===== config.mk =====
export PLATFORM = sky130hd
export DESIGN_NAME = read_polyq_stream
export DESIGN_NICKNAME = d
export VERILOG_FILES = /design/src/rtl/read_polyq_stream.sv
export SDC_FILE = /design/constraint.sdc
export NUM_CORES = 1
export LEC_CHECK = 0
export ABC_AREA = 1
export BUFFER_PORTS_ARGS = -buffer_cell sky130_fd_sc_hd__buf_2
export CELL_PAD_IN_SITES_DETAIL_PLACEMENT = 1
export CELL_PAD_IN_SITES_GLOBAL_PLACEMENT = 2
export CORE_ASPECT_RATIO = 0.75
export CORE_MARGIN = 10
export CORE_UTILIZATION = 35
export CTS_CLUSTER_DIAMETER = 60
export DETAILED_ROUTE_END_ITERATION = 10
export PLACE_DENSITY_LB_ADDON = 0.1
export SLEW_MARGIN = 10
export SYNTH_ARGS = -nofsm -noshare
export SYNTH_HDL_FRONTEND = slang
export SYNTH_SLANG_ARGS = --single-unit

===== constraint.sdc =====
create_clock -name clk -period 3.94 [get_ports clk]
set_input_delay 0.394 -clock clk [delete_from_list [all_inputs] [get_ports clk]]
set_output_delay 0.394 -clock clk [all_outputs]
set_load 0.01 [all_outputs]

===== src/rtl/read_polyq_stream.sv =====
// Streams P coefficients from a 1-cycle-latency RAM into a 4-deep valid/ready FIFO.
// Optional READ_POLYQ_RANGE_CHECK_EN adds a sticky coefficient >= Q flag.
module read_polyq_stream #(
  parameter int P  = 757,
  parameter int Q  = 4591,
  parameter int DW = 13,
  parameter int AW = 11
) (
  input  logic          clk,
  input  logic          rst,
  input  logic          start,
  input  logic [AW-1:0] base_addr,
  output logic          busy,
  output logic          done,
  output logic [AW-1:0] mem_address_o,
  output logic          mem_read_enable,
  input  logic [DW-1:0] mem_data_i,
  output logic [DW-1:0] coef_o,
  output logic          coef_valid,
  input  logic          coef_ready,
  output logic          coef_last,
  output logic          range_err
);

  localparam int CW = $clog2(P + 1);

  localparam logic [1:0] S_IDLE  = 2'd0;
  localparam logic [1:0] S_READ  = 2'd1;
  localparam logic [1:0] S_DRAIN = 2'd2;
  localparam logic [1:0] S_DONE  = 2'd3;

  if (P < 1 || P > 2 ** AW || Q < 1 || Q >= 2 ** DW) begin : g_bad_param
    $error("read_polyq_stream: parameter out of range");
  end

  logic [1:0]    state;
  logic [1:0]    state_nx;
  logic [AW-1:0] base;
  logic [CW-1:0] issued;
  logic [CW-1:0] sent;
  logic          cap_pend;
  logic [DW-1:0] fifo [4];
  logic [1:0]    wp;
  logic [1:0]    rp;
  logic [2:0]    occ;
  logic [2:0]    inflight;
  logic          accept;
  logic          issue;
  logic          push;
  logic          pop;
  logic          last_pop;

  assign accept   = start && (state == S_IDLE);
  assign inflight = {2'b0, mem_read_enable} + {2'b0, cap_pend};
  // Reserve a FIFO slot for every read still in the RAM pipe.
  assign issue    = (state == S_READ) && (issued < CW'(P)) &&
                    ((occ + inflight) < 3'd4);
  assign push     = cap_pend;
  assign pop      = coef_valid && coef_ready;
  assign last_pop = pop && (sent == CW'(P - 1));

  assign coef_valid = (occ != 3'd0);
  assign coef_o     = coef_valid ? fifo[rp] : '0;
  assign coef_last  = coef_valid && (sent == CW'(P - 1));
  assign busy       = (state != S_IDLE);
  assign done       = (state == S_DONE);

  always_comb begin
    state_nx = state;
    unique case (state)
      S_IDLE: begin
        if (accept) state_nx = S_READ;
      end
      S_READ: begin
        if (issued == CW'(P)) state_nx = S_DRAIN;
      end
      S_DRAIN: begin
        // Leave on the final handshake so done follows it directly.
        if (last_pop || sent == CW'(P)) state_nx = S_DONE;
      end
      S_DONE: begin
        state_nx = S_IDLE;
      end
      default: state_nx = S_IDLE;
    endcase
  end

  always_ff @(posedge clk or posedge rst) begin
    if (rst) begin
      state           <= S_IDLE;
      base            <= '0;
      issued          <= '0;
      sent            <= '0;
      mem_address_o   <= '0;
      mem_read_enable <= 1'b0;
      cap_pend        <= 1'b0;
      wp              <= '0;
      rp              <= '0;
      occ             <= '0;
    end else begin
      state           <= state_nx;
      mem_read_enable <= issue;
      cap_pend        <= mem_read_enable;
      occ             <= occ + {2'b0, push} - {2'b0, pop};
      if (push) wp <= wp + 2'd1;
      if (pop)  rp <= rp + 2'd1;
      if (accept) begin
        base   <= base_addr;
        issued <= '0;
        sent   <= '0;
      end else begin
        if (issue) begin
          mem_address_o <= base + AW'(issued);
          issued        <= issued + CW'(1);
        end
        if (pop) sent <= sent + CW'(1);
      end
    end
  end

  always_ff @(posedge clk or posedge rst) begin
    if (rst) begin
      for (int i = 0; i < 4; i++) fifo[i] <= '0;
    end else if (push) begin
      fifo[wp] <= mem_data_i;
    end
  end

`ifdef READ_POLYQ_RANGE_CHECK_EN
  localparam logic [DW-1:0] QV = DW'(Q);

  logic range_q;

  always_ff @(posedge clk or posedge rst) begin
    if (rst) begin
      range_q <= 1'b0;
    end else if (accept) begin
      range_q <= 1'b0;
    end else if (push && mem_data_i >= QV) begin
      range_q <= 1'b1;
    end
  end

  assign range_err = range_q;
`else
  assign range_err = 1'b0;
`endif

endmodule


==> summary.md <==
| Metric | Value |
|---|---|
| Cell taking the most area after synthesis | dfrtp_1 |
| CTS resizes | 0 |
| H-Tree Depth | 3 |
| Slew @ Worst Pin | 1.02 ns |
| Share of post-route cells with drive strength above 1 | 12.3% |
| DP HPWL | 11.2 mm |
| Total track usage | 14.9% |
| Largest cells by area after synthesis | dfrtp_1 47%, nand2_1 14%, o21ai_0 8.5%, ha_1 6.2%, nor2_1 5.7% |
| Post-CTS setup buffer count | 0 |
| RSZ-0062 raised after global routing | false |
| Max layer used | met4 |
| Clk sinks | 105 |
| Final setup violation count | 0 |
| Clock Path Buffers | 2 |
| Main synth FF type | dfrtp_1 |
| Register area share after synthesis | 46.8% |
| Met3 WL post-DR | 569 um |
| Reg-to-reg critical path endpoint | occ[2]$_DFF_PP0_ |
| Die Wd | 166 um |
| Number of remaining DRC errors | 0 |
| Vias | 4822 |
| Relative slew slack | 32.0% |
| Largest net degree at the start of global routing | 79 |
| Post-DR vias/cell | 4.92 |
| Min Tclk post-route | 2.41 ns |
| TritonCTS Buffers | 9 |
| Min Hold Slack | 0.230 ns |
| Final Worst Setup Slack | 1.53 ns |
| Drt wl/cell | 16.0 um |
| Seq cells post-synth | 105 |
| Critical Path AT | 2.01 ns |
| Row count | 40 |
| Die Y | 130 um |
| Initial core utilization | 35.4% |
| Initial antenna violation count | 0 |
| Core area | 15900 um^2 |
| Worst setup endpoint | coef_o[8] |
| Port bufs | 56 |
| Status | finished, final reports clean |
| Dpl ws | 1.65 ns |
| # fillers | 1935 |
| Final hold viol count | 0 |
| GRT Residual Overflow | 0 |
| Final Core Density | 40.5% |
| Antenna Nets Post-Route | 0 |
| Total die area | 21600 um^2 |
| Max-cap violations | 0 |
| Worst path required time | 3.55 ns |
| Worst setup path start | rp[0]$_DFFE_PP0P_ |
| Total chip power | 5080 uW |
| Register cell area after layout | 2630 um^2 |
| CP Launch Type | register |
| VDD IR max | 0.302 mV |
| CP Capture Type | output port |
| R2R Setup Slk | 1.62 ns |
| # diodes | 0 |
| CTS tree | done |
| Met2 WL | 7.33 mm |
| Syn-to-layout area delta | 14.3% |
| Latest clock arrival within the worst-skew pair | 0.36 ns |
| Post-synth top area share | 46.8% |
| Yosys cell types | 36 |
| Ys Warns | 0 |
| RR Startpoint | occ[1]$_DFF_PP0_ |
| CTS clk-pin slew, worst paths | 0.08 ns |
| Multi-input gate area | 2620 um^2 |
| M1 WL | 7.69 mm |
| PwrDens | 791 nW/um^2 |
| Ports | 58 |
| Syn Area/Cell | 7.83 um^2 |
| First DRT Iteration DRCs | 251 |
| Drt pass-1 iters | 4 |
| Mapped Nets | 775 |
| R2r worst-path depth | 9 |
| Synth async-reset ratio | 100% |
| Global-route wire length before repair | 26.4 mm |
| Period utilisation layout | 61.1% |
| Critical path class | reg2out |
| Vias in the first global route | 5114 |
| Hold crit path type | in2reg |
| Clock root cell | clkbuf_16 |
| Final WL | 15.7 mm |
| Crit-path max FO | 27 |
| Slew Viols, Final | 0 |
| Fin nets | 823 |
| Leak | 0.00331 uW |
| CTS Hold Bufs | 0 |
| Post-Synthesis Cells | 717 |
| Setup TNS | 0 ns |
| Routability cong. | 0.771 |
| EDFF count, synth | 0 |
| Clock skew | 0.00933 ns |
| Achievable clock frequency | 415 MHz |
| Syn Std Cell Area | 5620 um^2 |
[how the worst min path moves through the flow]
stage                         startpoint                   to  slack (ns)  cells after the start
4_1_cts                     base_addr[9]  base[9]$_DFFE_PP0P_        0.22                      3
6_report                    base_addr[0]  base[0]$_DFFE_PP0P_        0.23                      3
2_1_floorplan  mem_read_enable$_DFF_PP0_   cap_pend$_DFF_PP0_        0.44                      0
3_5_place_dp         fifo[1]$_DFFE_PP0P_  fifo[1]$_DFFE_PP0P_        0.47                      2
3_3_place_gp   mem_read_enable$_DFF_PP0_   cap_pend$_DFF_PP0_        0.46                      0
5_1_grt                     base_addr[9]  base[9]$_DFFE_PP0P_        0.22                      3
[critical path, cell delays in order, from the launching register on]
cell and delay (ns):
dfrtp_1 0.38, inv_1 0.61, o21ai_0 0.21, a21oi_1 0.25, buf_2 0.19
[cells in the final DEF (no fill, tap or decap), types with 2 or more instances in the layout]
master	count
a21oi_1	23
buf_2	56
buf_4	5
bufinv_16	2
clkbuf_16	9
clkinv_1	2
clkinv_4	3
dfrtp_1	105
fa_1	2
ha_1	28
inv_1	65
nand2_1	205
nand2_2	2
nand2_4	2
nand3_1	28
nand3b_1	5
nand4_1	13
nor2_1	85
nor3_1	3
o21ai_0	95
o21ai_1	3
o21ai_2	4
or2_2	3
xnor2_1	3
xor2_1	6
[flip-flops by register name, indices dropped and copies added (netlist names)]
name             count
state                2
mem_address_o       11
cap_pend             1
sent                10
fifo                52
base                11
mem_read_enable      1
rp                   2
occ                  3
issued              10
wp                   2
[area by class of cell]
type / instances / area share (%)
Multi-Input combinational cell: 520 / 40.9
Timing Repair Buffer: 61 / 4.95
Inverter: 68 / 4.01
Sequential cell: 105 / 40.9
Clock buffer: 10 / 3.72
Clock inverter: 6 / 1.42
Tap cell: 210 / 4.09
[power breakdown]
group | internal, uW | switching, uW | total, uW | leakage [uW]
clock network | 577 | 427 | 1000 | 0.000163
logic | 787 | 1410 | 2190 | 0.00184
registers | 1560 | 320 | 1880 | 0.00130
[cell families (layout without fill, tap and decap cells)]
logic type / count (synthesis) / count (layout) / synth area share [%]
buf+inv: 92 / 145 / 6.48
fa+ha+maj: 30 / 30 / 6.95
other cells: 1 / 1 / 0.0668
xor+xnor: 9 / 9 / 1.40
compound gates: 128 / 128 / 11.8
simple gates: 352 / 352 / 26.5
flops: 105 / 105 / 46.8
[Yosys cell counts (4+ instances only)]
| cell | number |
|---|---|
| nand4_1 | 13 |
| nand3_1 | 28 |
| a21oi_1 | 23 |
| xor2_1 | 6 |
| nand2_1 | 205 |
| dfrtp_1 | 105 |
| clkbuf_1 | 16 |
| nor2_1 | 85 |
| inv_1 | 66 |
| o21ai_2 | 4 |
| o21ai_0 | 95 |
| nand3b_1 | 5 |
| ha_1 | 28 |
[through the flow]
step                      instance area (um^2)  instances
final                                     6420        980
after global routing                      6420        980
after CTS                                 6420        980
after detailed placement                  6090        964
after global placement                    6090        964
after floorplan                           5620        717
[routing by layer]
layer / global-route usage, % / vias to the layer above
met3: 4.09 / 12
met5: 0 / -
met2: 25.0 / 59
met1: 19.0 / 2370
li1: - / 2381
met4: 3.04 / 0
No activity file was read; power rests on OpenSTA's default activity.
